[src/rtl/intan_fifo_sched_if.sv]
// Bus bundle between the four Intan ADC frame sources and the shared FIFO
// write port. The scheduler takes the slave side; a source/FIFO model takes master.
interface intan_fifo_sched_if;
  logic [3:0]  fs_adc;
  logic [3:0]  fd_adc;
  logic [3:0]  adc_rxen;
  logic [31:0] adc_rxd;
  logic [7:0]  frame_len;
  logic        fifo_full;
  logic [7:0]  fifo_txd;
  logic        fifo_txen;
  logic [7:0]  show_state;

  modport master (
    output fs_adc, adc_rxd, frame_len, fifo_full,
    input  fd_adc, adc_rxen, fifo_txd, fifo_txen, show_state
  );

  modport slave (
    input  fs_adc, adc_rxd, frame_len, fifo_full,
    output fd_adc, adc_rxen, fifo_txd, fifo_txen, show_state
  );
endinterface

[src/rtl/intan_fifo_sched.sv]
// Round-robin frame scheduler: moves one complete frame (header byte + frame_len
// data bytes) from the granted ADC source into the shared FIFO, never interleaving.
module intan_fifo_sched (
  input  logic              clk,
  input  logic              rst_n,
  intan_fifo_sched_if.slave bus
);

  localparam int DATA_W = 8;
  localparam int SRC_N  = 4;

  localparam logic [2:0] S_IDLE = 3'd0;
  localparam logic [2:0] S_ARB  = 3'd1;
  localparam logic [2:0] S_HEAD = 3'd2;
  localparam logic [2:0] S_READ = 3'd3;
  localparam logic [2:0] S_DONE = 3'd4;

  logic [2:0]        state;
  logic [1:0]        grant;
  logic [1:0]        last_grant;
  logic [1:0]        rr_pick;
  logic [7:0]        len;
  logic [7:0]        count;
  logic [7:0]        count_inc;
  logic              rd_fire;
  logic [DATA_W-1:0] lane;
  logic [DATA_W-1:0] txd;
  logic              txen;

  // Walk backwards so the source closest after last_grant wins; last_grant
  // itself is the lowest-priority candidate.
  always_comb begin
    rr_pick = last_grant;
    for (int k = SRC_N; k >= 1; k--) begin
      if (bus.fs_adc[last_grant + 2'(k)]) rr_pick = last_grant + 2'(k);
    end
  end

  assign rd_fire   = (state == S_READ) && !bus.fifo_full && (count < len);
  assign count_inc = count + 8'd1;
  assign lane      = bus.adc_rxd[DATA_W*grant +: DATA_W];

  assign bus.adc_rxen   = rd_fire ? (4'b0001 << grant) : 4'b0000;
  assign bus.fd_adc     = (state == S_DONE) ? (4'b0001 << grant) : 4'b0000;
  assign bus.show_state = {5'b00000, state};
  assign bus.fifo_txd   = txd;
  assign bus.fifo_txen  = txen;

  // Grant and length are captured once per frame; later input changes are ignored.
  always_ff @(posedge clk) begin
    if (state == S_ARB && (|bus.fs_adc)) begin
      grant <= rr_pick;
      len   <= bus.frame_len;
    end
  end

  always_ff @(posedge clk or negedge rst_n) begin
    if (!rst_n) begin
      state      <= S_IDLE;
      last_grant <= 2'd3;
      count      <= 8'd0;
      txd        <= '0;
      txen       <= 1'b0;
    end else begin
      txen <= 1'b0;
      case (state)
        S_IDLE: begin
          if (|bus.fs_adc) state <= S_ARB;
        end
        S_ARB: begin
          state <= (|bus.fs_adc) ? S_HEAD : S_IDLE;
        end
        S_HEAD: begin
          if (!bus.fifo_full) begin
            txd   <= {4'hA, 2'b00, grant};
            txen  <= 1'b1;
            state <= (len == 8'd0) ? S_DONE : S_READ;
          end
        end
        S_READ: begin
          if (rd_fire) begin
            txd   <= lane;
            txen  <= 1'b1;
            count <= count_inc;
            if (count_inc == len) state <= S_DONE;
          end else if (count >= len) begin
            state <= S_DONE;
          end
        end
        S_DONE: begin
          last_grant <= grant;
          count      <= 8'd0;
          state      <= S_IDLE;
        end
        default: state <= S_IDLE;
      endcase
    end
  end

  a_rxen_onehot: assert property (@(posedge clk) disable iff (!rst_n)
    $onehot0(bus.adc_rxen));
  a_rxen_full: assert property (@(posedge clk) disable iff (!rst_n)
    bus.fifo_full |-> (bus.adc_rxen == 4'b0000));
  a_fd_onehot: assert property (@(posedge clk) disable iff (!rst_n)
    $onehot0(bus.fd_adc));

endmodule

[src/flat_wrapper.sv]
// flat-port wrapper written by rule: the top's interface ports become plain ports
module intan_fifo_sched_flat 
  (clk, rst_n, bus_fs_adc, bus_adc_rxd, bus_frame_len, bus_fifo_full, bus_fd_adc, bus_adc_rxen, bus_fifo_txd, bus_fifo_txen, bus_show_state);
  intan_fifo_sched_if bus_i ();
  input  logic clk;
  input  logic rst_n;
  input wire logic [$bits(bus_i.fs_adc)-1:0] bus_fs_adc;
  input wire logic [$bits(bus_i.adc_rxd)-1:0] bus_adc_rxd;
  input wire logic [$bits(bus_i.frame_len)-1:0] bus_frame_len;
  input wire logic [$bits(bus_i.fifo_full)-1:0] bus_fifo_full;
  output wire logic [$bits(bus_i.fd_adc)-1:0] bus_fd_adc;
  output wire logic [$bits(bus_i.adc_rxen)-1:0] bus_adc_rxen;
  output wire logic [$bits(bus_i.fifo_txd)-1:0] bus_fifo_txd;
  output wire logic [$bits(bus_i.fifo_txen)-1:0] bus_fifo_txen;
  output wire logic [$bits(bus_i.show_state)-1:0] bus_show_state;
  assign bus_i.fs_adc = bus_fs_adc;
  assign bus_i.adc_rxd = bus_adc_rxd;
  assign bus_i.frame_len = bus_frame_len;
  assign bus_i.fifo_full = bus_fifo_full;
  assign bus_fd_adc = bus_i.fd_adc;
  assign bus_adc_rxen = bus_i.adc_rxen;
  assign bus_fifo_txd = bus_i.fifo_txd;
  assign bus_fifo_txen = bus_i.fifo_txen;
  assign bus_show_state = bus_i.show_state;
  intan_fifo_sched u_core (.clk(clk), .rst_n(rst_n), .bus(bus_i));
endmodule
[config.mk]
export PLATFORM = sky130hd
export DESIGN_NAME = intan_fifo_sched_flat
export DESIGN_NICKNAME = d
export VERILOG_FILES = /design/src/rtl/intan_fifo_sched_if.sv /design/src/rtl/intan_fifo_sched.sv /design/src/flat_wrapper.sv
export SDC_FILE = /design/constraint.sdc
export NUM_CORES = 1
export LEC_CHECK = 0
export BUFFER_PORTS_ARGS = -buffer_cell sky130_fd_sc_hd__buf_4
export CAP_MARGIN = 25
export CORE_ASPECT_RATIO = 0.5
export CORE_MARGIN = 2
export CORE_UTILIZATION = 54
export DETAILED_ROUTE_END_ITERATION = 12
export PLACE_DENSITY = 0.85
export REMOVE_ABC_BUFFERS = 1
export SETUP_SLACK_MARGIN = 0.1
export SLEW_MARGIN = 20
export SYNTH_ARGS = -nofsm -noshare
export SYNTH_HDL_FRONTEND = slang
export SYNTH_SLANG_ARGS = --single-unit
[constraint.sdc]
create_clock -name clk -period 3.5 [get_ports clk]
set_input_delay 0.35 -clock clk [delete_from_list [all_inputs] [get_ports clk]]
set_output_delay 0.35 -clock clk [all_outputs]
set_load 0.03 [all_outputs]
Word level (Yosys, flattened, before mapping)

Cells that the tools add are included.

Flip-flop bits (word level): 32
Bits in latches: 0
RAM bits: 0
Bits in read-only memories: 0
Input bits: 47
Output and inout bits: 25
Word-level logic and storage cells: 67
Memories kept: 0

$add $sub $neg: 4
Multiply operators: 0
Div/mod/pow operators: 0
$lt $le $gt $ge: 5
Equality and inequality tests: 10
Shifts and indexed selects: 2
Muxes and demuxes: 27
Bitwise logic cells: 0
Reduce and logical (&&, ||, !) cells: 12

Operator list:

| operator              | number |
|---|---|
| $pmux W8 S2           | 2 |
| $shiftx A32 B6 Y8     | 1 |
| $mux W8               | 3 |
| $mux W3               | 6 |
| $pmux W3 S4           | 1 |
| $lt A2 B3 Y1 const B  | 3 |
| $add A8 B1 Y8 const B | 1 |
| $eq A8 B8 Y1          | 1 |
| $ge A8 B8 Y1          | 1 |
| $logic_not A8 Y1      | 1 |
| $lt A8 B8 Y1          | 1 |
| $mux W2               | 4 |
| $mux W4               | 2 |
| $bmux W1 S2           | 3 |
| $eq A3 B2 Y1 const B  | 2 |
| $mux W1               | 5 |
| $add A2 B2 Y2 const B | 2 |
| $ne A2 B1 Y1 const B  | 2 |
| $reduce_and A4 Y1     | 1 |
| $reduce_bool A2 Y1    | 2 |
| $reduce_or A4 Y1      | 1 |
| $shl A1 B2 Y4 const A | 1 |
| $eq A3 B1 Y1 const B  | 1 |
| $eq A3 B3 Y1 const B  | 1 |
| 10 further kinds      | 12 |

Logic depth before layout (Yosys ltp)

Gate-level depths: netlist of run 1.

Depth in word-level cells: 6
Gate-level depth with buffers: 9
Gate-level depth less buffers: 8

Worst setup path after synthesis of run 1

No wires, ideal clock.

Kind: register to output
Start: register u_core.count[6]
End: output bus_adc_rxen[0]
Arrival: 2,370 ps
Data required time: 3,150 ps
Slack: 780 ps
Cell stages (with the launch flop): 8
Path buffers: 1
Cell sequence: dfrtp_1 > ha_1 > a21o_1 > a2111o_1 > nor2_1 > nand2_1 > buf_6 > nor3_1

Word-level cells in the longest chain between the ends: 3

Ends and longest elaborated chain:

| what                   | line                   | RTL |
|---|---|---|
| from (decl)            | intan_fifo_sched.sv:23 | `logic [7:0] count;` |
| from (signal assigned) | intan_fifo_sched.sv:84 | `count <= count_inc;` |
| $lt A8 B8 Y1           | intan_fifo_sched.sv:39 | `assign rd_fire = (state == S_READ) && !bus.fifo_full && (count < len);` |
| $logic_and A1 B1 Y1    | intan_fifo_sched.sv:39 |  |
| $mux W4                | intan_fifo_sched.sv:43 | `assign bus.adc_rxen = rd_fire ? (4'b0001 << grant) : 4'b0000;` |
| to (decl)              | flat_wrapper.sv:12     | `output wire logic [$bits(bus_i.adc_rxen)-1:0] bus_adc_rxen;` |

No other way between the ends.

Worst setup path in the final report of run 1

Start: register u_core.state[2]
End: output bus_adc_rxen[0]

Word-level cells in the longest chain between the ends: 4

Ends and longest elaborated chain:

| what                              | line                   | RTL |
|---|---|---|
| from (decl)                       | intan_fifo_sched.sv:18 | `logic [2:0] state;` |
| from (signal assigned)            | intan_fifo_sched.sv:71 | `state <= (\|bus.fs_adc) ? S_HEAD : S_IDLE;` |
| from (signal assigned)            | intan_fifo_sched.sv:77 | `state <= (len == 8'd0) ? S_DONE : S_READ;` |
| $eq A3 B2 Y1                      | intan_fifo_sched.sv:39 |  |
| $logic_and A1 B1 Y1 (2 in series) | intan_fifo_sched.sv:39 |  |
| $mux W4                           | intan_fifo_sched.sv:43 |  |

No other way between the ends.

==> results of run 1 <==
==> through the flow <==
step | setup WS [ns] | instance area, sq um | power, mW | utilization | cells
after CTS | 0.502 | 2740 | 2.03 | 0.710 | 321
after global placement | 0.914 | 2630 | 1.64 | 0.680 | 312
after detailed placement | 0.820 | 2630 | 1.67 | 0.680 | 312
after floorplan | 0.754 | 2060 | 1.35 | - | 192
final | 0.474 | 2750 | 2.04 | 0.712 | 321
after global routing | 0.337 | 2750 | 2.16 | 0.712 | 321
==> synthesized netlist by cell type (all sizes together), types with 3 or more instances <==
cell	count	area (sq um)
dfrtp	20	500
nand2	13	48.8
nor2	13	56.3
inv	11	41.3
buf	10	73.8
edfxtp	10	300
mux2	10	113
ha	9	113
mux4	7	158
xnor2	7	61.3
a21oi	6	30.0
nor4	6	37.5
a21o	5	38.8
nand2b	5	31.3
nand3	5	25.0
nor2b	5	31.3
nor3	5	25.0
o21ai	5	25.0
clkbuf	3	21.3
mux2i	3	30.0
nand3b	3	22.5
xor2	3	26.3
==> flip-flops by register name, indices dropped and copies added, names as in the netlist <==
signal	flops
u_core.count	8
u_core.state	3
u_core.grant	2
u_core.len	8
u_core.bus.fifo_txd	8
u_core.bus.fifo_txen	1
u_core.last_grant	2
==> cells in the final DEF (no fill, tap or decap), types with 6 or more instances in the layout <==
| cell | instances |
|---|---|
| buf_4 | 66 |
| nor4_1 | 6 |
| a21oi_1 | 6 |
| xnor2_1 | 7 |
| mux4_2 | 7 |
| ha_1 | 9 |
| nor2_1 | 12 |
| nand2_1 | 13 |
| edfxtp_1 | 10 |
| inv_1 | 11 |
| dfrtp_1 | 20 |
| mux2_2 | 10 |
==> power groups by stage <==
stage / logic [mW] / registers, mW / clock network [mW]
CTS: 0.964 / 0.716 / 0.349
global placement: 0.923 / 0.713 / 0
finish: 0.971 / 0.723 / 0.348
floorplan: 0.529 / 0.820 / 0
detailed placement: 0.952 / 0.721 / 0
global route: 1.05 / 0.748 / 0.368
==> cell type report <==
type / count / area (sq um)
Clock buffer: 5 / 68.8
Clock inverter: 3 / 37.5
Fill cell: 260 / 1110
Inverter: 11 / 41.3
Multi-Input combinational cell: 149 / 1180
Sequential cell: 32 / 853
Tap cell: 54 / 67.6
Timing Repair Buffer: 67 / 505
==> how the worst min path moves through the flow <==
stage,from,endpoint,slack [ns]
floorplan,rst_n,u_core.bus.fifo_txd[0]$_DFFE_PN0P_,0.05
finish,bus_frame_len[6],u_core.len[6]$_DFFE_PP_,0.24
global route,bus_frame_len[0],u_core.len[0]$_DFFE_PP_,0.22
CTS,bus_frame_len[2],u_core.len[2]$_DFFE_PP_,0.23
global placement,rst_n,u_core.count[3]$_DFFE_PN0P_,0.25
detailed placement,rst_n,u_core.count[3]$_DFFE_PN0P_,0.26
==> worst max-delay path, delay by kind of cell, from the launching register on <==
kind            cells  cell delay, ns
flops               1            0.46
simple gates        4            1.17
compound gates      1            0.56
buf+inv             1            0.20
==> logic make-up after synthesis <==
kind of cell,share of synthesized area
other,0.00175
DFF,0.397
buffers and inverters,0.0676
AOI/OAI and AO/OA,0.128
adders and majority gates,0.0524
muxes,0.140
xor gates and xnor gates,0.0408
and+or+nand+nor,0.172
==> per-layer routing <==
layer  vias up  track usage
met5         -            0
met2        81        0.448
met1       874        0.287
li1        862            -
met3        12       0.0639
met4         0        0.113
==> reports/qor.yml, run 1 <==
grt_pass1_wl_um: 8820
intPower_mw: 1.20
rows: 16
critPathCaptureType: "output pin"
pwr_density_cell_nw_per_um2: 742
clk_pin_slew_ns: 0.07
die_w_um: 93.2
synth_area_sq_um: 2150
sw_frac_of_total: 0.410
yosys_warnings: 0
p_seq_frac: 0.354
reg2reg_to: "u_core.count[7]$_DFFE_PN0P_"
gp_congestion: 0.825
wl_met2_um: 2590
min_path_cells: 1
syn_area_per_cell_sq_um: 10.6
dr.max_layer_used: "met4"
core_sq_um: 3860
run_status: "finished, final reports clean"
synth-seq-cells: 32
grt_pass1_vias: 1970
cts_hold_buffers: 1
wl_per_cell_um: 16.1
synthToLayoutAreaGrowth_pct: 28.2
dpl.hpwl_um: 3830
path_max_fanout: 12
grtUsageTotal: 0.251
synth_enable_flop_cells: 10
ys.flop_type: "dfrtp_1"
initial_core_util: 0.556
fmax_ghz: 0.331
synthCells: 202
ioPinCount: 72
wl_um: 5160
final.min_clock_period_ns: 3.03
path_cells: "nand3b_1 -> a2111o_1 -> nor2_1 -> nand2_1 -> nor3_1 -> buf_4"
fin_worst_skew_ns: 0.00733
cts_tree: "done"
dieArea_sq_um: 4530
r2r_cells: 5
p_leak_nw: 1.24
drc_errors: 0
num_vias: 1829
drt-vias-per-instance: 5.70
dr_wl_met3_um: 360
critPathRequiredTime_ns: 3.15
setup_viol: 0
antenna_found_initial: 0
grt_remaining_overflow: 0
slowest_stage: "a2111o_1"
cts_resized: 0
grt_setup_unrepaired: "false"
path_class: "flip-flop to output pin"
crit_end: "bus_adc_rxen[0]"
m1WireLength_um: 2110
post_synth_num_cell_types: 56
yosysSeqAreaShare: 0.397
crit_arrival_ns: 2.68
numPortBuffers: 66
nets: 322
cts_setup_buffers: 0
hold_violations: 0
max_slew_margin: 0.415
dr.pass1.iters: 4
cts_sinks: 32
holdWs_ns: 0.240
p_sw_mw: 0.837
slew_viol_final: 0
die_h_um: 48.6
clock_path_buffers: 2
worstSetupStartpointType: "flip-flop"
root_buffer: "clkbuf_8"
p_clk_frac: 0.170
dr.first_iter.drc_count: 48
n_antenna_cell: 0
vdd_drop_max_v: 0.000383
cp_slowest_stage_delay_ns: 0.56
min_period_over_period: 0.864
r2r_setup_slack_ns: 0.88
grt_max_degree: 23
maxCapViolations: 0
cts_buffers: 5
synth-async-reset-ratio: 0.688
layout-drive-gt1-share: 0.363
tightest_slew_ns: 0.870
pwr-share-comb: 0.476
drt.antenna.violating_nets: 0
cts.htree.levels: 2
crit_start: "u_core.state[2]$_DFFE_PN0P_"
hold_path_class: "input port to flip-flop"
finalSetupTns_ns: 0
worstSkewPairLatency_ns: 0.29
r2r_start: "u_core.state[2]$_DFFE_PN0P_"
No activity file was read; power rests on OpenSTA's default activity.
==> run 2, diff against run 1 <==
--- a/config.mk
+++ b/config.mk
@@ -5,13 +5,13 @@
 export SDC_FILE = /design/constraint.sdc
 export NUM_CORES = 1
 export LEC_CHECK = 0
-export BUFFER_PORTS_ARGS = -buffer_cell sky130_fd_sc_hd__buf_4
 export CAP_MARGIN = 25
 export CORE_ASPECT_RATIO = 0.5
-export CORE_MARGIN = 2
-export CORE_UTILIZATION = 54
+export CORE_MARGIN = 3
+export CORE_UTILIZATION = 55
 export DETAILED_ROUTE_END_ITERATION = 12
-export PLACE_DENSITY = 0.85
+export DONT_BUFFER_PORTS = 1
+export PLACE_DENSITY = 0.7
 export REMOVE_ABC_BUFFERS = 1
 export SETUP_SLACK_MARGIN = 0.1
 export SLEW_MARGIN = 20
==> reports/qor.yml, run 2 (same netlist as run 1, synthesis figures left out) <==
run_status: "finished, final reports clean"  # unchanged
use_met3: 0.0689  # was 0.0639
cts_sinks: 32  # unchanged
dpl.hpwl_um: 3410  # was 3830 um
initial_core_util: 0.599  # was 0.556
pwr-share-comb: 0.364  # was 0.476
core_sq_um: 3580  # was 3860 sq um
synthToLayoutAreaGrowth_pct: 4.20  # was 28.2%
r2r_cells: 6  # was 5
numPortBuffers: 0  # was 66
intPower_mw: 1.02  # was 1.20 mW
root_buffer: "clkbuf_8"  # unchanged
drt-vias-per-instance: 6.03  # was 5.70
layout-drive-gt1-share: 0.163  # was 0.363
place_ws_ns: 0.793  # was 0.820 ns
grt_setup_unrepaired: "false"  # unchanged
grt_pass1_vias: 1504  # was 1970
r2r_start: "u_core.state[1]$_DFFE_PN0P_"  # was u_core.state[2]$_DFFE_PN0P_
grt_pass1_wl_um: 7540  # was 8820 um
grt_remaining_overflow: 0  # unchanged
grtUsageTotal: 0.209  # was 0.251
min_period_over_period: 0.861  # was 0.864
fin_worst_skew_ns: 0.00721  # was 0.00733 ns
p_clk_frac: 0.151  # was 0.170
hold_path_class: "input port to async pin"  # was input port to flip-flop
dr.pass1.iters: 4  # unchanged
r2r_setup_slack_ns: 1.00  # was 0.88 ns
top_usage_layer: "met2"  # unchanged
worstSkewPairLatency_ns: 0.28  # was 0.29 ns
wl_per_cell_um: 17.9  # was 16.1 um
cts_tree: "done"  # unchanged
setup_slack_ns: 0.485  # was 0.474 ns
clk_pin_slew_ns: 0.07  # about the same
crit_arrival_ns: 2.66  # was 2.68 ns
crit_end: "bus_adc_rxen[2]"  # was bus_adc_rxen[0]
drt.antenna.violating_nets: 0  # unchanged
dr.first_iter.drc_count: 53  # was 48
p_leak_nw: 0.912  # was 1.24 nW
die_h_um: 50.2  # was 48.6 um
grt_max_degree: 23  # unchanged
tightest_slew_ns: 0.889  # was 0.870 ns
num_vias: 1532  # was 1829
hold_violations: 0  # unchanged
nFillCells: 300  # was 260
crit_start: "u_core.state[1]$_DFFE_PN0P_"  # was u_core.state[2]$_DFFE_PN0P_
wl_um: 4540  # was 5160 um
p_seq_frac: 0.485  # was 0.354
cts_setup_buffers: 0  # unchanged
critPathRequiredTime_ns: 3.15  # about the same
maxCapViolations: 0  # unchanged
slew_viol_final: 0  # unchanged
finalSetupTns_ns: 0  # unchanged
reg2reg_to: "u_core.count[7]$_DFFE_PN0P_"  # unchanged
final.min_clock_period_ns: 3.01  # was 3.03 ns
path_max_fanout: 12  # unchanged
final_cell_mix: "dfrtp_1 (20), nand2_1 (13), nor2_1 (12)"  # was buf_4 (66), dfrtp_1 (20), nand2_1 (13)
pwr_density_cell_nw_per_um2: 800  # was 742 nW/um^2
n_antenna_cell: 0  # unchanged
antenna_found_initial: 0  # unchanged
clock_path_buffers: 2  # unchanged
nets: 258  # was 322
fmax_ghz: 0.332  # was 0.331 GHz
sw_frac_of_total: 0.432  # was 0.410
gp_congestion: 0.820  # was 0.825
die_w_um: 94.4  # was 93.2 um
setup_viol: 0  # unchanged
vdd_drop_max_v: 0.000503  # was 0.000383 V
dieArea_sq_um: 4730  # was 4530 sq um
cts.htree.levels: 2  # unchanged
drc_errors: 0  # unchanged
rows: 15  # was 16
max_slew_margin: 0.403  # was 0.415
cts_buffers: 5  # unchanged
worstSetupStartpointType: "flip-flop"  # unchanged
grtUsageMet2: 0.323  # was 0.448
critPathCaptureType: "output pin"  # unchanged
use_met1: 0.283  # was 0.287
ioPinCount: 72  # unchanged
path_class: "flip-flop to output pin"  # unchanged
final_common_cell: "dfrtp_1"  # was buf_4
p_sw_mw: 0.772  # was 0.837 mW
-- run 2: cell count changes in the layout (fill, tap and decap cells not counted), sizes merged --
cell	before	now
buf	66	3
bufinv	1	0
clkbuf	5	8
clkinv	2	0
dlygate4sd3	1	0
-- run 2: final cells by class --
cell class | instances | area [sq um] | share of cell area
Multi-Input combinational cell | 149 | 1180 | 0.527
Sequential cell | 32 | 853 | 0.381
Clock buffer | 8 | 80.1 | 0.0358
Tap cell | 51 | 63.8 | 0.0285
Inverter | 11 | 41.3 | 0.0185
Timing Repair Buffer | 3 | 20.0 | 0.00895
-- run 2: worst min-delay path by stage --
| stage | cells after the start | to |
|---|---|---|
| 3_5_place_dp | 0 | u_core.count[4]$_DFFE_PN0P_ |
| 5_1_grt | 1 | u_core.bus.fifo_txd[7]$_DFFE_PN0P_ |
| 4_1_cts | 0 | u_core.len[2]$_DFFE_PP_ |
| 3_3_place_gp | 0 | u_core.count[4]$_DFFE_PN0P_ |
| 2_1_floorplan | 0 | u_core.bus.fifo_txd[0]$_DFFE_PN0P_ |
| 6_report | 1 | u_core.bus.fifo_txd[6]$_DFFE_PN0P_ |
-- run 2: critical path, stage by stage, from the launching register on --
cell      delay [ns]
dfrtp_1         0.68
nand3b_1        0.14
buf_4           0.20
a2111o_1        0.44
nor2_1          0.14
nand2_1         0.26
nor2_1          0.53
-- run 2: power groups by stage --
stage	sequential, mW	combinational (mW)	clock [mW]
finish	0.868	0.651	0.270
CTS	0.865	0.647	0.280
floorplan	0.820	0.529	0
detailed placement	0.870	0.639	0
global route	0.899	0.727	0.299
global placement	0.868	0.624	0
-- run 2: through the flow --
step	hold WS, ns	total power, mW	instances	util	cell area, sq um
after detailed placement	0.0548	1.51	245	0.598	2140
final	0.0391	1.79	254	0.624	2240
after floorplan	0.0544	1.35	192	-	2060
after global placement	0.0549	1.49	245	0.598	2140
after global routing	0.0643	1.93	254	0.624	2240
after CTS	0.156	1.79	254	0.623	2230
-- run 2: per-layer routing --
metal / wire length [um] / vias to the layer above
met2: 2110 / 51
li1: - / 735
met5: 0 / -
met4: 38 / 0
met1: 2050 / 741
met3: 337 / 5
-- run 2: repair_timing --
| item | 4_1_cts | 5_1_grt |
|---|---|---|
| hold buffers | 1 | 0 |
| gates resized for setup | 0 | 0 |
| hold endpoints to repair | 22 | 0 |
